===== config.mk =====
export PLATFORM = sky130hd
export DESIGN_NAME = sw4_reader_flat
export DESIGN_NICKNAME = d
export VERILOG_FILES = /design/src/rtl/sw4_reader_if.sv /design/src/rtl/sw4_reader.sv /design/src/flat_wrapper.sv
export SDC_FILE = /design/constraint.sdc
export NUM_CORES = 1
export LEC_CHECK = 0
export BUFFER_PORTS_ARGS = -buffer_cell sky130_fd_sc_hd__buf_2
export CORE_MARGIN = 5
export CORE_UTILIZATION = 40
export CTS_CLUSTER_SIZE = 16
export DETAILED_ROUTE_END_ITERATION = 6
export SLEW_MARGIN = 20
export SYNTH_ARGS = -nofsm -noshare
export SYNTH_HDL_FRONTEND = slang
export SYNTH_SLANG_ARGS = --single-unit

===== constraint.sdc =====
create_clock -name clock -period 2.51 [get_ports clock]
set_clock_uncertainty 0.2 [all_clocks]
set_input_delay 0.1255 -clock clock [delete_from_list [all_inputs] [get_ports clock]]
set_output_delay 0.1255 -clock clock [all_outputs]
set_load 0.02 [all_outputs]

===== src/rtl/sw4_reader_if.sv =====
// CPU-side bus for the 4-bit switch reader: raw switch levels in, read acknowledge in,
// captured value and status out.
interface sw4_reader_if;
  logic [3:0] sw_in;
  logic       read_flag;
  logic [7:0] out_data;
  logic [7:0] state_reg;

  modport master (output sw_in, read_flag, input out_data, state_reg);
  modport slave  (input sw_in, read_flag, output out_data, state_reg);
endinterface


===== src/rtl/sw4_reader.sv =====
// Switch input port: 2-flop synchroniser, saturating debounce counter, and a
// ready/overrun handshake so the CPU can poll and acknowledge each new stable value.
module sw4_reader #(
  parameter int DEBOUNCE_CYCLES = 1000000,
  parameter int CNT_WIDTH       = 28
) (
  input logic        clock,
  input logic        reset,
  sw4_reader_if.slave bus
);
  typedef enum logic {IDLE = 1'b0, READY = 1'b1} state_e;

  localparam logic [CNT_WIDTH-1:0] CNT_TERM = CNT_WIDTH'(DEBOUNCE_CYCLES - 1);

  logic [3:0]           sync_ff1_q, sync_ff1_d;
  logic [3:0]           sync_ff2_q, sync_ff2_d;
  logic [3:0]           cand_q, cand_d;
  logic [3:0]           deb_q, deb_d;
  logic [CNT_WIDTH-1:0] cnt_q, cnt_d;
  logic [3:0]           out_q, out_d;
  logic                 ovr_q, ovr_d;
  state_e               state_q, state_d;
  logic                 change;

  // Debounce: the counter saturates at the terminal count, so an accepted value
  // raises change exactly once until a different value has been stable as long.
  always_comb begin
    sync_ff1_d = bus.sw_in;
    sync_ff2_d = sync_ff1_q;
    cand_d     = cand_q;
    cnt_d      = cnt_q;
    deb_d      = deb_q;
    change     = 1'b0;
    if (sync_ff2_q != cand_q) begin
      cand_d = sync_ff2_q;
      cnt_d  = '0;
    end else if (cnt_q != CNT_TERM) begin
      cnt_d = cnt_q + CNT_WIDTH'(1);
    end else if (cand_q != deb_q) begin
      deb_d  = cand_q;
      change = 1'b1;
    end
  end

  always_ff @(posedge clock) begin
    if (reset) state_q <= IDLE;
    else       state_q <= state_d;
  end

  always_comb begin
    state_d = state_q;
    case (state_q)
      IDLE:    if (change) state_d = READY;
      READY:   if (bus.read_flag && !change) state_d = IDLE;
      default: state_d = IDLE;
    endcase
  end

  // Overrun is only flagged when a new value lands on an unread one; a read in
  // the same cycle consumed the old value, so nothing was lost.
  always_comb begin
    out_d = out_q;
    ovr_d = ovr_q;
    case (state_q)
      IDLE: if (change) begin
        out_d = cand_q;
        ovr_d = 1'b0;
      end
      READY: begin
        if (change) begin
          out_d = cand_q;
          ovr_d = !bus.read_flag;
        end else if (bus.read_flag) begin
          ovr_d = 1'b0;
        end
      end
      default: ovr_d = 1'b0;
    endcase
  end

  always_ff @(posedge clock) begin
    if (reset) begin
      sync_ff1_q <= '0;
      sync_ff2_q <= '0;
      cand_q     <= '0;
      deb_q      <= '0;
      cnt_q      <= '0;
      out_q      <= '0;
      ovr_q      <= 1'b0;
    end else begin
      sync_ff1_q <= sync_ff1_d;
      sync_ff2_q <= sync_ff2_d;
      cand_q     <= cand_d;
      deb_q      <= deb_d;
      cnt_q      <= cnt_d;
      out_q      <= out_d;
      ovr_q      <= ovr_d;
    end
  end

  assign bus.out_data  = {4'b0000, out_q};
  assign bus.state_reg = {6'b000000, ovr_q, state_q};
endmodule


===== src/flat_wrapper.sv =====
// flat-port wrapper written by rule: the top's interface ports become plain ports
module sw4_reader_flat 
#(
  parameter int DEBOUNCE_CYCLES = 1000000,
  parameter int CNT_WIDTH       = 28
)
  (clock, reset, bus_sw_in, bus_read_flag, bus_out_data, bus_state_reg);
  sw4_reader_if bus_i ();
  input logic clock;
  input logic reset;
  input wire logic [$bits(bus_i.sw_in)-1:0] bus_sw_in;
  input wire logic [$bits(bus_i.read_flag)-1:0] bus_read_flag;
  output wire logic [$bits(bus_i.out_data)-1:0] bus_out_data;
  output wire logic [$bits(bus_i.state_reg)-1:0] bus_state_reg;
  assign bus_i.sw_in = bus_sw_in;
  assign bus_i.read_flag = bus_read_flag;
  assign bus_out_data = bus_i.out_data;
  assign bus_state_reg = bus_i.state_reg;
  sw4_reader #(.DEBOUNCE_CYCLES(DEBOUNCE_CYCLES), .CNT_WIDTH(CNT_WIDTH)) u_core (.clock(clock), .reset(reset), .bus(bus_i));
endmodule

; ---- Word-level counts from Yosys, hierarchy flattened
; Index checks and enable logic that the tools add are counted.
[word_totals]
reg_bits = 50
latchBits = 0
ramBits = 0
romBits = 0
input_bits = 7
output_inout_bits = 16
word_cells = 34
mem_count = 0
[classes]
n_addsub = 1
multipliers = 0
div = 0
order_cmp = 0
eq_ne = 5
shift = 0
n_mux = 11
bitwise_logic = 3
reduce_logical = 6
[ops]
columns = operator, n
row1 = "adder 28 x 1 -> 28 bit, second input constant", 1
row2 = "inequality test 28 x 20 -> 1 bit, second input constant", 1
row3 = two-way mux 1 bit, 8
row4 = inequality test 4 bit, 2
row5 = two-way mux 4 bit, 1
row6 = case mux 1 bit (2 select lines), 2
row7 = "inequality test 3 bit, second input constant", 1
row8 = NOT 1 bit, 3
row9 = AND reduction 3 bit, 1
row10 = zero test 1 bit, 2
row11 = "inequality test 2 x 1 -> 1 bit, second input constant", 1
row12 = AND reduction 2 bit, 1
row13 = OR reduction 2 bit, 1
row14 = logical AND 1 bit, 1

; ---- Longest topological paths before layout
; Gate-level depths: netlist of run 1.
[logic_depth]
ltp_word = 8
depth_mapped = 7

; ---- Least setup slack after synthesis of run 1
; OpenSTA, ideal clock, no wires.
[synth_timing]
kind = register to register
from = reg u_core.cnt_q[0]
to = reg u_core.cnt_q[22]
setup_time_ns = 0.070
t_arrival_ns = 1.970
path_slack_ns = 0.270
stages_incl_launch_ff = 7
n_path_buf = 1
synth_period_minus_slack_ns = 2.240
cell_sequence = dfxtp_1 -> ha_1 -> nand2_1 -> or4b_4 -> buf_6 -> or4_1 -> a21oi_1
[synth_between]
elab_chain_cells = 1
[synth_rtl]
columns = item, line
row1 = "start, declared", sw4_reader.sv:19  ; logic [CNT_WIDTH-1:0] cnt_q, cnt_d;
row2 = "start signal, assigned", sw4_reader.sv:95  ; cnt_q <= cnt_d;
row3 = adder 28 x 1 -> 28 bit / inequality test 28 x 20 -> 1 bit (equally long branches), "sw4_reader.sv:38, sw4_reader.sv:37"
; Parallel ways exist; a longest one is shown, timed or not.
; A chain may end at the register's enable or synchronous reset.

; ---- Worst setup path after layout of run 1
[layout_timing]
from = reg u_core.cnt_q[0]
to = reg u_core.cnt_q[26]
; Same word-level chain as after synthesis.

==> reports/summary.md, run 1 <==
* run status: finished, final reports clean
* Synth Cell Area: 2410 µm²
* Worst Hold Path EP: u_core.sync_ff2_q[2]
* Worst IR Drop VDD: 0.372 mV
* cell with the most instances after synthesis: sky130_fd_sc_hd__dfxtp_1
* P&R area growth vs syn: 13.1%
* Worst Path Required: 2550 ps
* area leader, netlist: sky130_fd_sc_hd__dfxtp_1
* count of cells along the worst hold path: 1
* worst hold-check path type: register to register
* fmax: 444 MHz
* Synth top area share: 0.416
* post-synthesis register bit count: 50
* leak pwr: 0.938 nW
* clock slew at the register clock pins of the worst setup and hold paths: 90 ps
* RR Endpoint: u_core.cnt_q[26]
* number of global-route vias before repair: 1,784
* worst hold-check slack: 247 ps
* part of the Yosys area used for sequential elements: 0.416
* fraction of final layout cells with drive strength greater than 1: 0.117
* TritonCTS clock tree: built
* critical path startpoint: u_core.cnt_q[0]
* die span in x: 87.6 µm
* library cell used as clock root buffer: sky130_fd_sc_hd__clkbuf_8
* final net count: 298
* reg-to-reg setup timing slack: 260 ps
* total negative setup slack: 0 ps
* number of buffers on the longest clock path: 2
* post-synthesis async set-or-reset flop share: 0
* first-pass GRT wire length: 8.22 mm
* initial antenna violation count: 0
* final clock period utilization by the worst path: 0.897
* final critical-path required period: 2250 ps
* GR Overflow Total: 0
* Total Die Area: 7670 µm²
* core area: 5890 µm²
* IO buf count: 12
* aggregate global-route resource usage: 0.134
* number of distinct library cell variants in the gate-level netlist after synthesis: 39
* count of yosys warnings during synthesis: 0
* placed cell count: 348
* Synth area leaders: sky130_fd_sc_hd__dfxtp_1, sky130_fd_sc_hd__mux2i_1, sky130_fd_sc_hd__a21oi_1
* CTS buffer count: 5
* Setup Viol. Count Final: 0
* number of max-cap violations: 0
* Post-Layout Cell Count: 365
* cell count of the worst reg-to-reg path: 5
* Final HPWL DP: 3.32 mm
* remaining design rule violation count: 0
* Die Span Y: 87.6 µm
* final core utilization: 0.463
* overall routed net length: 4.75 mm
* # diodes: 0
* final antenna-violating net count: 0
* total number of placement rows: 28
* Primary FF master, synth: sky130_fd_sc_hd__dfxtp_1
* Sink Count: 50
* data arrival time of the critical path: 2290 ps
* pin count of the biggest net entering global routing: 22
* nature of the critical path endpoint: register
* effective utilization at floorplan: 0.409
* wire per inst: 13.0 µm
* Final Slew Violations: 0
* Ports: 23
* H-tree depth reported by CTS: 2
* number of DRC markers in iteration 0: 111
* number of instances in the synthesized netlist: 268
* worst-path maximum fanout: 12
* Commonest cells post-synth: sky130_fd_sc_hd__dfxtp_1, sky130_fd_sc_hd__nand2_1, sky130_fd_sc_hd__a21oi_1, sky130_fd_sc_hd__mux2i_1, sky130_fd_sc_hd__nand3_1
* iteration count of the initial detailed-routing pass: 4
* final weighted congestion of routability-driven global placement: 0.833
* Mapped Avg Cell Area: 8.99 µm²
* Reg2Reg Launch Point: u_core.cnt_q[0]
* Worst Setup Start Kind: register
* Final Hold Vio Count: 0
* setup repair after global routing missed its margin: no
* Clk Latency, worst-skew pair: 300 ps
* total of cells resized after clock tree synthesis: 0
* min-delay src: u_core.sync_ff1_q[2]
* post-layout total power: 1.47 mW
* Post-synth EDFFs: 0
* CP Class: register to register
* DR vias/cell: 5.30
* via count: 1,934
* power per cell area: 539 nW/µm²
## power breakdown
part / internal, mW / total (mW) / switching, mW / leakage [nW]
registers: 0.803 / 0.810 / 0.00717 / 0.405
logic: 0.0393 / 0.0972 / 0.0579 / 0.479
clock network: 0.293 / 0.561 / 0.268 / 0.0542
total: 1.14 / 1.47 / 0.333 / 0.938
## logic make-up (layout without fill, tap and decap cells)
logic type,after synthesis,in the layout,synth area share
simple gates,120,120,0.303
flops,50,50,0.416
compound gates,35,35,0.0868
buf+inv,31,44,0.0706
xor+xnor,15,15,0.0545
mux,15,15,0.0623
fa+ha+maj,1,1,0.00519
other cells,1,10,0.00156
## area by class of cell
cell class,instances,area (µm²)
Tap cell,75,93.8
Timing Repair Buffer,31,228
Fill cell,594,3160
Clock inverter,2,38.8
Clock buffer,5,68.8
Multi-Input combinational cell,196,1270
Inverter,6,22.5
Sequential cell,50,1000
## registers in the layout, summed over array words and instances (netlist names)
name	flops
u_core.cand_q	4
u_core.cnt_q	28
u_core.deb_q	4
u_core.out_q	4
u_core.ovr_q	1
u_core.state_q	1
u_core.sync_ff1_q	4
u_core.sync_ff2_q	4
## timing repair
item	in CTS	in global routing
hold buffers	10	0
setup buffers	0	0
endpoints found under the hold margin	14	0
## per-stage QoR
step | instance area [µm²] | setup slack, ps
floorplan | 2440 | 270
global placement | 2520 | 332
detailed placement | 2520 | 288
CTS | 2720 | 259
global route | 2720 | 130
finish | 2720 | 258
## cell usage in the layout (no fill, tap or decap), types with 2 or more instances in the layout
cell type,count
sky130_fd_sc_hd__conb_1,10
sky130_fd_sc_hd__inv_1,5
sky130_fd_sc_hd__buf_4,9
sky130_fd_sc_hd__buf_2,12
sky130_fd_sc_hd__nor2_1,7
sky130_fd_sc_hd__and4_1,6
sky130_fd_sc_hd__dfxtp_1,50
sky130_fd_sc_hd__nand3b_1,7
sky130_fd_sc_hd__or3_1,3
sky130_fd_sc_hd__or4_1,8
sky130_fd_sc_hd__nor2b_1,12
sky130_fd_sc_hd__and2_1,4
sky130_fd_sc_hd__mux2i_1,15
sky130_fd_sc_hd__xnor2_1,10
sky130_fd_sc_hd__nand2_1,23
sky130_fd_sc_hd__nor4_1,7
sky130_fd_sc_hd__nand2b_1,2
sky130_fd_sc_hd__nor3_1,7
sky130_fd_sc_hd__o31ai_1,8
sky130_fd_sc_hd__clkbuf_8,5
sky130_fd_sc_hd__nand4_1,13
sky130_fd_sc_hd__a21oi_1,18
sky130_fd_sc_hd__o21ai_0,5
sky130_fd_sc_hd__dlygate4sd3_1,10
sky130_fd_sc_hd__xor2_1,5
sky130_fd_sc_hd__nand3_1,14
## worst max path at each step
stage,to,slack (ps),cells past startpoint
final,u_core.cnt_q[26],260,5
after global routing,u_core.cnt_q[24],130,5
after CTS,u_core.cnt_q[26],260,5
after detailed placement,u_core.cnt_q[24],290,5
after global placement,u_core.cnt_q[26],330,5
after floorplan,u_core.cnt_q[22],270,6
## metal layers
metal,vias up,global-route usage,share of wire
li1,989,-,-
met1,902,0.174,0.47
met2,38,0.220,0.47
met3,5,0.0301,0.046
met4,0,0.0474,0.012
met5,-,0,0
## critical path, stage by stage (launching register included)
cell	delay [ps]
sky130_fd_sc_hd__dfxtp_1	390
sky130_fd_sc_hd__ha_1	220
sky130_fd_sc_hd__nand2_1	90
sky130_fd_sc_hd__or4b_4	610
sky130_fd_sc_hd__or4_1	520
sky130_fd_sc_hd__a21oi_1	150
Power figures use the tool's default switching activity.
==> inputs of run 2 (changes only) <==
--- a/config.mk
+++ b/config.mk
@@ -6,8 +6,10 @@
 export NUM_CORES = 1
 export LEC_CHECK = 0
 export BUFFER_PORTS_ARGS = -buffer_cell sky130_fd_sc_hd__buf_2
+export CAP_MARGIN = 25
 export CORE_MARGIN = 5
 export CORE_UTILIZATION = 40
+export CTS_BUF_LIST = sky130_fd_sc_hd__clkbuf_4
 export CTS_CLUSTER_SIZE = 16
 export DETAILED_ROUTE_END_ITERATION = 6
 export SLEW_MARGIN = 20
==> run 2 against run 1 <==
  * Combinational power barely moved
  * First-iteration DRC count fell by 6.3%
  * Clock power fell by 18%
==> reports/summary.md, run 2 (synthesized netlist as in run 1, its figures left out) <==
* fraction of final layout cells with drive strength greater than 1: 0.117
* CP Class: register to register
* data arrival time of the critical path: 2360 ps
* die span in x: 87.6 µm
* final critical-path required period: 2270 ps
* total of cells resized after clock tree synthesis: 0
* Setup Viol. Count Final: 0
* setup repair after global routing missed its margin: no
* final core utilization: 0.457
* fmax: 441 MHz
* wire per inst: 12.9 µm
* Ports: 23
* final weighted congestion of routability-driven global placement: 0.833
* Largest Register: u_core.cnt_q
* placed cell count: 348
* effective utilization at floorplan: 0.409
* number of DRC markers in iteration 0: 104
* pin count of the biggest net entering global routing: 22
* H-tree depth reported by CTS: 2
* Crit path largest cell delay: 610 ps
* library cell used as clock root buffer: sky130_fd_sc_hd__clkbuf_4
* worst path cell trace: ha_1 > nand2_1 > or4b_4 > or4_1 > a21oi_1
* via count: 1,912
* total negative setup slack: 0 ps
* Worst IR Drop VDD: 0.397 mV
* total number of placement rows: 28
* clock slew at the register clock pins of the worst setup and hold paths: 150 ps
* P&R area growth vs syn: 11.8%
* final antenna-violating net count: 0
* number of buffers on the longest clock path: 2
* Total Die Area: 7670 µm²
* Bufs and invs on worst path: 0
* flip-flop count of the largest register, all copies and words added: 28
* Post-Layout Cell Count: 365
* final net count: 298
* Final HPWL DP: 3.32 mm
* Worst Setup Start Kind: register
* # Post-CTS Setup Buffers: 0
* Top Family by Delay on Critical Path: simple AND/OR/NAND/NOR gates
* most frequent standard cell in the layout excluding fill and tap cells: sky130_fd_sc_hd__dfxtp_1
* Clk Latency, worst-skew pair: 360 ps
* TritonCTS clock tree: built
* first-pass GRT wire length: 8.14 mm
* initial antenna violation count: 0
* number of inserted filler cells in the final layout: 595
* nature of the critical path endpoint: register
* worst hold-check slack: 257 ps
* core area: 5890 µm²
* number of max-cap violations: 0
* post-cts hold buffer count: 10
* Final Hold Vio Count: 0
* iteration count of the initial detailed-routing pass: 4
* overall routed net length: 4.70 mm
* IO buf count: 12
* Die Span Y: 87.6 µm
* GR Overflow Total: 0
* cell with the largest stage delay on the worst path: sky130_fd_sc_hd__or4b_4
* final clock period utilization by the worst path: 0.903
* # diodes: 0
* power per cell area: 509 nW/µm²
* Worst Path Required: 2610 ps
* DR vias/cell: 5.24
* worst-path maximum fanout: 12
* aggregate global-route resource usage: 0.132
* worst hold-check path type: register to register
* number of global-route vias before repair: 1,764
* run status: finished, final reports clean
* Sink Count: 50
* CTS buffer count: 5
* remaining design rule violation count: 0
* post-layout total power: 1.37 mW
* leak pwr: 0.925 nW
* Final Slew Violations: 0
* most used cells in the layout excluding fill and tap cells: sky130_fd_sc_hd__dfxtp_1, sky130_fd_sc_hd__nand2_1, sky130_fd_sc_hd__a21oi_1
==> run 2: cell count changes in the layout (fill, tap and decap cells not counted) <==
cell,previous run,this run
sky130_fd_sc_hd__clkbuf_4,0,5
sky130_fd_sc_hd__clkbuf_8,5,0
==> run 2: path summary, 6_finish.rpt <==
check / from / to / slack, ps / depth (start not counted)
max reg2reg: u_core.cnt_q[0] / u_core.cnt_q[26] / 240 / 5
min reg2reg: u_core.sync_ff1_q[2] / u_core.sync_ff2_q[2] / 260 / 1
max: u_core.cnt_q[0] / u_core.cnt_q[26] / 240 / 5
min: u_core.sync_ff1_q[2] / u_core.sync_ff2_q[2] / 260 / 1
==> run 2: layout make-up <==
class                      count  area, µm²  share of cell area
clock buffer                   5       37.5              0.0139
clock inverter                 2       38.8              0.0144
inverter                       6       22.5             0.00836
multi-input combinational    196       1270               0.472
sequential                    50       1000               0.372
tap                           75       93.8              0.0349
timing repair buffer          31        228              0.0846
==> run 2: power by group <==
part | switching [mW] | total (mW) | leakage (nW) | internal, mW
clock | 0.255 | 0.462 | 0.0413 | 0.207
sequential | 0.00720 | 0.812 | 0.405 | 0.804
combinational | 0.0583 | 0.0975 | 0.479 | 0.0393
==> run 2: metal layers <==
metal	up-vias	global-route usage	wire, µm
met5	-	0	0
met4	0	0.0335	23
met3	2	0.0301	256
met2	40	0.217	2160
li1	989	-	-
met1	881	0.175	2260
==> run 2: stage by stage <==
step                setup slack [ps]  instance area [µm²]
finish                           242                 2690
global route                     113                 2690
CTS                              243                 2690
detailed placement               288                 2520
global placement                 332                 2520
floorplan                        270                 2440
==> inputs of run 3 (changes only) <==
==> constraint.sdc (replaced) <==
create_clock -name clock -period 2.3 [get_ports clock]
set_clock_uncertainty 0.2 [all_clocks]
set_input_delay 0.115 -clock clock [delete_from_list [all_inputs] [get_ports clock]]
set_output_delay 0.115 -clock clock [all_outputs]
set_load 0.02 [all_outputs]
==> run 3 against run 2 <==
  * Utilization increased by 1.4 points
  * Cell count up 2.5%
  * Critical path depth did not move
  * Global-route usage increased by 0.61 points
  * Power rose by 12%
  * Maximum frequency is 4.8% higher
  * Register-to-register slack lost 110 ps
  * Combinational power increased by 9.7%
  * Via count grew 5.2%
  * Clock-buffer cell count stayed put
  * Cell area is 3.1% higher
  * Clock power rose by 16%
  * Highest routed layer unchanged
==> reports/summary.md, run 3 (synthesized netlist as in run 1, its figures left out) <==
* leak pwr: 0.969 nW
* Ports: 23
* fmax: 462 MHz
* TritonCTS clock tree: built
* internal portion of total power: 1.16 mW
* die span in x: 87.6 µm
* core area: 5890 µm²
* portion of total power attributed to the clock network: 0.350
* most frequent standard cell in the layout excluding fill and tap cells: sky130_fd_sc_hd__dfxtp_1
* data arrival time of the critical path: 2280 ps
* final core utilization: 0.472
* pin count of the biggest net entering global routing: 22
* P&R area growth vs syn: 15.3%
* IO buf count: 12
* effective utilization at floorplan: 0.409
* remaining design rule violation count: 0
* headroom to the max-slew limit: 0.654
* number of global-route vias before repair: 1,946
* Placement Cell Area: 2550 µm²
* nature of the critical path endpoint: register
* final non-filler cell area: 2780 µm²
* fraction of power consumed by sequential logic: 0.580
* combinational power share: 0.070
* total number of placement rows: 28
* final net count: 306
* worst-path maximum fanout: 5
* placed cell count: 353
* worst hold-check slack: 258 ps
* Total Die Area: 7670 µm²
* Final Slew Violations: 0
* CP Class: register to register
* Final HPWL DP: 3.54 mm
* clock slew at the register clock pins of the worst setup and hold paths: 160 ps
* total negative setup slack: 0 ps
* fraction of final layout cells with drive strength greater than 1: 0.157
* Worst Setup Start Kind: register
* aggregate global-route resource usage: 0.138
* via count: 2,012
* Die Span Y: 87.6 µm
* number of inserted filler cells in the final layout: 578
* Final Hold Vio Count: 0
* final antenna-violating net count: 0
* switching share of total power: 0.244
* # diodes: 0
* Setup Viol. Count Final: 0
* final clock period utilization by the worst path: 0.941
* Largest Register: u_core.cnt_q
* first-pass GRT wire length: 8.58 mm
* CTS buffer count: 5
* GR Overflow Total: 0
* Sink Count: 50
* measured slew at the worst slew-check pin: 514 ps
* most used cells in the layout excluding fill and tap cells: sky130_fd_sc_hd__dfxtp_1, sky130_fd_sc_hd__nand2_1, sky130_fd_sc_hd__a21oi_1
* H-tree depth reported by CTS: 2
* number of max-cap violations: 0
* wire per inst: 13.4 µm
* number of DRC markers in iteration 0: 131
* worst hold-check path type: register to register
* library cell used as clock root buffer: sky130_fd_sc_hd__clkbuf_4
* power per cell area: 551 nW/µm²
* Post-Layout Cell Count: 374
* DR vias/cell: 5.38
* iteration count of the initial detailed-routing pass: 4
* Worst Path Required: 2420 ps
* Clk Latency, worst-skew pair: 380 ps
* final weighted congestion of routability-driven global placement: 0.785
* Worst IR Drop VDD: 0.385 mV
* number of buffers on the longest clock path: 2
* initial antenna violation count: 0
* flip-flop count of the largest register, all copies and words added: 28
* net switching component of the power: 373 µW
* setup repair after global routing missed its margin: no
* run status: finished, final reports clean
* final critical-path required period: 2160 ps
* overall routed net length: 5.00 mm
-- run 3: changes by cell type in the layout (fill, tap and decap cells not counted), sizes merged --
cell / change
buf: +7
or4b: +1
inv: +1
-- run 3: path summary, 6_finish.rpt --
kind                        startpoint                    to  slack [ps]  cells after the start
hold reg to reg   u_core.sync_ff1_q[1]  u_core.sync_ff2_q[1]         260                      1
setup reg to reg       u_core.cnt_q[0]      u_core.cnt_q[26]         140                      5
hold / removal    u_core.sync_ff1_q[1]  u_core.sync_ff2_q[1]         260                      1
setup / recovery       u_core.cnt_q[0]      u_core.cnt_q[26]         140                      5
-- run 3: power groups by stage --
stage	sequential, mW	clock, mW	combinational (mW)
2_1_floorplan	0.903	0	0.0812
3_3_place_gp	0.905	0	0.0938
3_5_place_dp	0.905	0	0.0956
4_1_cts	0.886	0.548	0.109
5_1_grt	0.889	0.584	0.122
6_report	0.887	0.536	0.107
-- run 3: critical path, cell delays in order (launching register included) --
cell	delay, ps
sky130_fd_sc_hd__dfxtp_4	390
sky130_fd_sc_hd__ha_1	170
sky130_fd_sc_hd__nand2_1	100
sky130_fd_sc_hd__or4b_4	570
sky130_fd_sc_hd__or4_1	520
sky130_fd_sc_hd__a21oi_1	150
-- run 3: per-layer routing --
metal  track usage  routed length (µm)  part of all wire
met4        0.0349                  32            0.0064
met3        0.0292                 228             0.046
met5             0                   0                 0
met1         0.170                2220              0.44
met2         0.244                2520              0.50
-- run 3: per-stage QoR --
stage,total power [mW],worst slack (ps)
6_report,1.53,137
4_1_cts,1.54,82.1
3_5_place_dp,1.00,121
5_1_grt,1.60,6.87
3_3_place_gp,0.998,166
2_1_floorplan,0.984,59.6
-- run 3: repair_timing --
action                                  CTS  global route
resized for setup                         0             6
buffers inserted                          0             2
hold endpoints to repair                 14             0
endpoints found under the setup margin    0             5
hold buffers                             10             0
-- run 3: cell type report --
class / count / area (µm²) / area share
Tap cell: 75 / 93.8 / 0.0338
Multi-Input combinational cell: 197 / 1290 / 0.464
Inverter: 6 / 22.5 / 0.00811
Timing Repair Buffer: 38 / 280 / 0.101
Sequential cell: 50 / 1010 / 0.363
Clock inverter: 3 / 47.5 / 0.0171
Clock buffer: 5 / 37.5 / 0.0135
